## src/rtl/mc_control_unit_v2.sv

```systemverilog
// Multicycle MIPS control unit: Moore FSM plus ALU decoder driving datapath selects and enables.
// Ports: clk/reset (async active-low), zero, OP, Funct, mem_ready in; mux selects, write enables,
//        ALUControl, p_state and illegal_op out. Only the state register is sequential.
module mc_control_unit_v2 #(
  parameter bit EN_IMM   = 1'b1,
  parameter bit EN_BNE   = 1'b1,
  parameter bit EN_JUMP  = 1'b1,
  parameter bit MEM_WAIT = 1'b0
) (
  input  logic       clk,
  input  logic       reset,
  input  logic       zero,
  input  logic [5:0] OP,
  input  logic [5:0] Funct,
  input  logic       mem_ready,
  output logic       IRWrite,
  output logic       IorD,
  output logic       RegDst,
  output logic       MemtoReg,
  output logic       RegWrite,
  output logic       ALUSrcA,
  output logic [1:0] ALUSrcB,
  output logic       MemWrite,
  output logic       ImmExt,
  output logic [1:0] PCSrc,
  output logic       PCEn,
  output logic [2:0] ALUControl,
  output logic [3:0] p_state,
  output logic       illegal_op
);

  localparam logic [3:0] S_FETCH   = 4'd0;
  localparam logic [3:0] S_DECODE  = 4'd1;
  localparam logic [3:0] S_MEMADR  = 4'd2;
  localparam logic [3:0] S_MEMRD   = 4'd3;
  localparam logic [3:0] S_MEMWB   = 4'd4;
  localparam logic [3:0] S_MEMWR   = 4'd5;
  localparam logic [3:0] S_EXECUTE = 4'd6;
  localparam logic [3:0] S_ALUWB   = 4'd7;
  localparam logic [3:0] S_BRANCH  = 4'd8;
  localparam logic [3:0] S_IMMEX   = 4'd9;
  localparam logic [3:0] S_IMMWB   = 4'd10;
  localparam logic [3:0] S_JUMP    = 4'd11;
  localparam logic [3:0] S_ILLEGAL = 4'd15;

  logic [3:0] state;
  logic [3:0] next_state;
  logic [1:0] alu_op;
  logic       pc_write;
  logic       branch;
  logic       branch_ne;
  logic       rdy;

  // Opcode decode; disabled features simply never match and fall through to ILLEGAL.
  logic is_lw, is_sw, is_rtype, funct_ok, is_beq, is_bne, is_addi, is_andi, is_ori, is_j;

  assign is_lw    = (OP == 6'b100011);
  assign is_sw    = (OP == 6'b101011);
  assign is_rtype = (OP == 6'b000000);
  assign is_beq   = (OP == 6'b000100);
  assign is_bne   = EN_BNE  && (OP == 6'b000101);
  assign is_addi  = EN_IMM  && (OP == 6'b001000);
  assign is_andi  = EN_IMM  && (OP == 6'b001100);
  assign is_ori   = EN_IMM  && (OP == 6'b001101);
  assign is_j     = EN_JUMP && (OP == 6'b000010);
  assign funct_ok = (Funct == 6'b100000) || (Funct == 6'b100010) || (Funct == 6'b100100) ||
                    (Funct == 6'b100101) || (Funct == 6'b101010);

  // Without the wait handshake the memory is assumed single-cycle.
  assign rdy = MEM_WAIT ? mem_ready : 1'b1;

  always_ff @(posedge clk or negedge reset) begin
    if (!reset) state <= S_FETCH;
    else        state <= next_state;
  end

  assign p_state = state;

  always_comb begin
    next_state = S_FETCH;
    case (state)
      S_FETCH:   next_state = rdy ? S_DECODE : S_FETCH;
      S_DECODE: begin
        if (is_lw || is_sw)                    next_state = S_MEMADR;
        else if (is_rtype && funct_ok)         next_state = S_EXECUTE;
        else if (is_beq || is_bne)             next_state = S_BRANCH;
        else if (is_addi || is_andi || is_ori) next_state = S_IMMEX;
        else if (is_j)                         next_state = S_JUMP;
        else                                   next_state = S_ILLEGAL;
      end
      S_MEMADR:  next_state = is_sw ? S_MEMWR : S_MEMRD;
      S_MEMRD:   next_state = rdy ? S_MEMWB : S_MEMRD;
      S_MEMWB:   next_state = S_FETCH;
      S_MEMWR:   next_state = rdy ? S_FETCH : S_MEMWR;
      S_EXECUTE: next_state = S_ALUWB;
      S_ALUWB:   next_state = S_FETCH;
      S_BRANCH:  next_state = S_FETCH;
      S_IMMEX:   next_state = S_IMMWB;
      S_IMMWB:   next_state = S_FETCH;
      S_JUMP:    next_state = S_FETCH;
      S_ILLEGAL: next_state = S_ILLEGAL;
      default:   next_state = S_FETCH;
    endcase
  end

  always_comb begin
    IRWrite    = 1'b0;
    IorD       = 1'b0;
    RegDst     = 1'b0;
    MemtoReg   = 1'b0;
    RegWrite   = 1'b0;
    ALUSrcA    = 1'b0;
    ALUSrcB    = 2'b00;
    MemWrite   = 1'b0;
    ImmExt     = 1'b0;
    PCSrc      = 2'b00;
    alu_op     = 2'b00;
    pc_write   = 1'b0;
    branch     = 1'b0;
    branch_ne  = 1'b0;
    illegal_op = 1'b0;
    case (state)
      S_FETCH: begin
        ALUSrcB  = 2'b01;
        IRWrite  = rdy;
        pc_write = rdy;
      end
      S_DECODE:  ALUSrcB = 2'b11;
      S_MEMADR: begin
        ALUSrcA = 1'b1;
        ALUSrcB = 2'b10;
      end
      S_MEMRD:   IorD = 1'b1;
      S_MEMWB: begin
        MemtoReg = 1'b1;
        RegWrite = 1'b1;
      end
      // The write strobe stays up for the whole wait so the memory can sample it late.
      S_MEMWR: begin
        IorD     = 1'b1;
        MemWrite = 1'b1;
      end
      S_EXECUTE: begin
        ALUSrcA = 1'b1;
        alu_op  = 2'b10;
      end
      S_ALUWB: begin
        RegDst   = 1'b1;
        RegWrite = 1'b1;
      end
      S_BRANCH: begin
        ALUSrcA   = 1'b1;
        alu_op    = 2'b01;
        PCSrc     = 2'b01;
        branch    = is_beq;
        branch_ne = is_bne;
      end
      S_IMMEX: begin
        ALUSrcA = 1'b1;
        ALUSrcB = 2'b10;
        if (!is_addi) begin
          alu_op = 2'b11;
          ImmExt = 1'b1;
        end
      end
      S_IMMWB:   RegWrite = 1'b1;
      S_JUMP: begin
        PCSrc    = 2'b10;
        pc_write = 1'b1;
      end
      S_ILLEGAL: illegal_op = 1'b1;
      default: ;
    endcase
  end

  assign PCEn = pc_write | (branch & zero) | (branch_ne & ~zero);

  always_comb begin
    ALUControl = 3'b010;
    case (alu_op)
      2'b00: ALUControl = 3'b010;
      2'b01: ALUControl = 3'b110;
      2'b11: ALUControl = is_ori ? 3'b001 : 3'b000;
      2'b10: begin
        case (Funct)
          6'b100010: ALUControl = 3'b110;
          6'b100100: ALUControl = 3'b000;
          6'b100101: ALUControl = 3'b001;
          6'b101010: ALUControl = 3'b111;
          default:   ALUControl = 3'b010;
        endcase
      end
      default: ALUControl = 3'b010;
    endcase
  end

endmodule

```

## config.mk

```make
export PLATFORM = sky130hd
export DESIGN_NAME = mc_control_unit_v2
export DESIGN_NICKNAME = d
export VERILOG_FILES = /design/src/rtl/mc_control_unit_v2.sv
export SDC_FILE = /design/constraint.sdc
export NUM_CORES = 1
export LEC_CHECK = 0
export ABC_AREA = 1
export BUFFER_PORTS_ARGS = -buffer_cell sky130_fd_sc_hd__buf_2
export CAP_MARGIN = 0
export CORE_MARGIN = 8
export CORE_UTILIZATION = 45
export DETAILED_ROUTE_END_ITERATION = 8
export PLACE_DENSITY = 0.85
export SYNTH_ARGS = -nofsm -noshare
export SYNTH_HDL_FRONTEND = slang
export SYNTH_SLANG_ARGS = --single-unit
```

## constraint.sdc

```tcl
create_clock -name clk -period 2.67 [get_ports clk]
set_clock_uncertainty 0.15 [all_clocks]
set_input_delay 0.4005 -clock clk [delete_from_list [all_inputs] [get_ports clk]]
set_output_delay 0.4005 -clock clk [all_outputs]
set_load 0.03 [all_outputs]
```

==> summary.md <==
| Metric | Value |
|---|---|
| Max reg flops | 4 |
| CP dominant cell by count | nand2_1 |
| Final GP Congestion | 0.888 |
| Synth-to-layout area growth | 36.9% |
| Post-synth EDFFs | 0 |
| Nets | 173 |
| Gr ovfl total | 0 |
| CTS tree | done |
| Cell Chain, Critical Path | inv_2, nand2_4, nor2_4, nand2_2, nand2_1, nand2_1, nand2_1, nor2_1, nor2_1, buf_2 |
| Vias after detailed routing | 843 |
| Critical path buffers and inverters | 2 |
| RR Endpoint | p_state[1] |
| Synthesized area per cell | 5.29 µm² |
| Layout cells sized above 1 | 32.3% |
| RSZ-0062 raised after global routing | no |
| HPWL after DPL | 1590 µm |
| # H-tree levels | 1 |
| Sink Count | 4 |
| Row Count | 13 |
| Final setup viols | 0 |
| Diode count | 0 |
| Number of gates resized after cts | 0 |
| Final period utilization | 79.0% |
| Slew Viols, Final | 0 |
| ANT nets after route | 0 |
| DR WL/cell | 11.2 µm |
| Hold crit path type | in -> async |
| Vias in the first global route | 783 |
| Crit. End Element | primary output |
| Filler instances | 130 |
| Hold Vio Cnt, Final | 0 |
| Initial Utilization | 47.7% |
| Reg2Reg Setup Slack | 1.27 ns |
| Setup TNS | 0 ns |
| Clk buf depth | 2 |
| Min cycle time layout | 2.11 ns |
| Hold_ws | 0.367 ns |
| Crit Path Class | reg -> out |
| Die width | 52.9 µm |
| Cell area after synthesis | 613 µm² |
| Synth Instances | 116 |
| Residual DRC | 0 |
| Pwr/cell area | 201 nW/µm² |
| WP data required | 2.12 ns |
| Crit path max-delay family | simple AND/OR/NAND/NOR gates |
| Fin cells | 170 |
| DR vias/cell | 4.96 |
| Fmax | 474 MHz |
| CP max stage cell | dfrtp_1 |
| Library cells used by synthesis | 20 |
| Area of the die | 2800 µm² |
| Post-synthesis sequential area ratio | 16.3% |
| Largest net degree at the start of global routing | 9 |
| Total CTS buffers | 3 |
| All-layer global routing usage | 13.9% |
| CP peak stage delay | 0.45 ns |
| Maximum vdd drop | 0.183 mV |
| Register-to-Register Path Depth | 6 |
| Worst slew pin tran | 0.253 ns |
| Clk root buf | clkbuf_4 |
| Placeable Area | 1280 µm² |
| Drt initial violations | 30 |
| Clock Pin Slew Worst Setup and Hold Paths | 0.04 ns |
| Async set or reset register ratio after synthesis | 100% |
| Routed wire length | 1910 µm |
| Ys Warns | 0 |
| Worst path arrival time | 1.56 ns |
| Pleak | 0.473 nW |
| Crit path launch type | register |
| Relative slew slack | 83.2% |
| Syn nets | 132 |
| Die Height | 52.9 µm |
| Max_cap viols | 0 |
| Antenna violations before repair | 0 |
| Dpl cells | 166 |
| Number of synthesized register bits | 4 |
| Pre-Repair DR Iteration Count | 4 |
| Clock Latency Late Sink | 0.23 ns |
| I/O Pins | 37 |
| First-pass GRT wire length | 3070 µm |
| Max Fanout on Critical Path | 8 |
| Worst R2R Start | p_state[1] |
| Status | finished, final reports clean |
| Ys flop type | dfrtp_1 |
| Port bufs | 35 |
==> worst max-delay path by stage <==
stage | slack (ns) | startpoint | end | depth (start not counted)
floorplan | 0.39 | p_state[2] | RegWrite | 6
global placement | 0.73 | Funct[4] | ALUControl[0] | 9
detailed placement | 0.68 | Funct[4] | ALUControl[0] | 9
CTS | 0.55 | p_state[1] | ALUControl[0] | 10
global route | 0.38 | p_state[1] | ALUControl[0] | 10
finish | 0.56 | p_state[1] | ALUControl[0] | 10
==> cell usage in the layout, fill, tap and decap left out, drive strengths merged <==
| cell type | instances |
|---|---|
| a21oi | 2 |
| a22oi | 1 |
| a31oi | 1 |
| buf | 35 |
| clkbuf | 3 |
| dfrtp | 4 |
| dlygate4sd3 | 1 |
| inv | 24 |
| mux2 | 1 |
| nand2 | 26 |
| nand3 | 12 |
| nand4 | 3 |
| nor2 | 33 |
| nor4 | 1 |
| o21ai | 7 |
| o22ai | 1 |
==> power by group <==
group          internal [W]  total [W]  switching (W)
registers         0.0000610  0.0000610              0
logic             0.0000148  0.0000348      0.0000201
clock network     0.0000502  0.0000732      0.0000230
==> per-stage QoR <==
step / worst slack, ns / utilization, % / power [W] / area, µm²
floorplan: 0.389 / - / 0.0000764 / 613
CTS: 0.548 / 65.3 / 0.000171 / 840
global placement: 0.730 / 62.8 / 0.0000938 / 807
finish: 0.560 / 65.3 / 0.000169 / 840
global route: 0.375 / 65.3 / 0.000179 / 840
detailed placement: 0.684 / 62.8 / 0.0000953 / 807
==> repair_timing <==
item                      in CTS  in global routing
hold endpoints to repair       4                  0
hold buffers                   1                  0
setup buffers                  0                  0
==> cells in the mapped netlist, types with 2 or more instances <==
master,count,area share [%]
a21oi_1,2,1.6
inv_1,22,13
nand2_1,22,13
o21ai_0,6,4.9
nand4_1,3,3.1
dfrtp_1,4,16
inv_2,2,1.2
nand3_1,11,9.0
nor2_1,29,18
nor2_4,2,3.7
nand2_2,3,3.1
nor2_2,2,2.0
==> cells by family after synthesis <==
kind of cell / Yosys count / synth area share (%)
AO/OA/AOI/OAI: 12 / 10.6
flip-flops: 4 / 16.3
AND/OR/NAND/NOR: 75 / 56.5
multiplexers: 1 / 1.84
buffers and inverters: 24 / 14.7
==> area by class of cell <==
cell class / instances / area [µm²] / share of cell area, %
multi-input combinational: 88 / 423 / 50.4
timing repair buffer: 36 / 185 / 22.1
sequential: 4 / 100 / 11.9
inverter: 24 / 90.1 / 10.7
clock buffer: 3 / 22.5 / 2.68
tap: 15 / 18.8 / 2.24
==> worst register-to-register path, stage by stage, from the launching register on <==
cell	delay, ns
dfrtp_1	0.45
nand2_1	0.17
inv_1	0.05
nand3_1	0.08
inv_1	0.07
nor2_1	0.16
nand4_1	0.12
==> layer usage <==
layer	share of wire (%)	up-vias	routed length [µm]	global-route usage [%]
met2	49	37	933	24.4
li1	-	446	-	-
met4	0	0	0	5.17
met1	42	360	793	16.1
met3	9.5	0	182	2.24
met5	0	-	0	0
(Power assumes the default switching activity.)
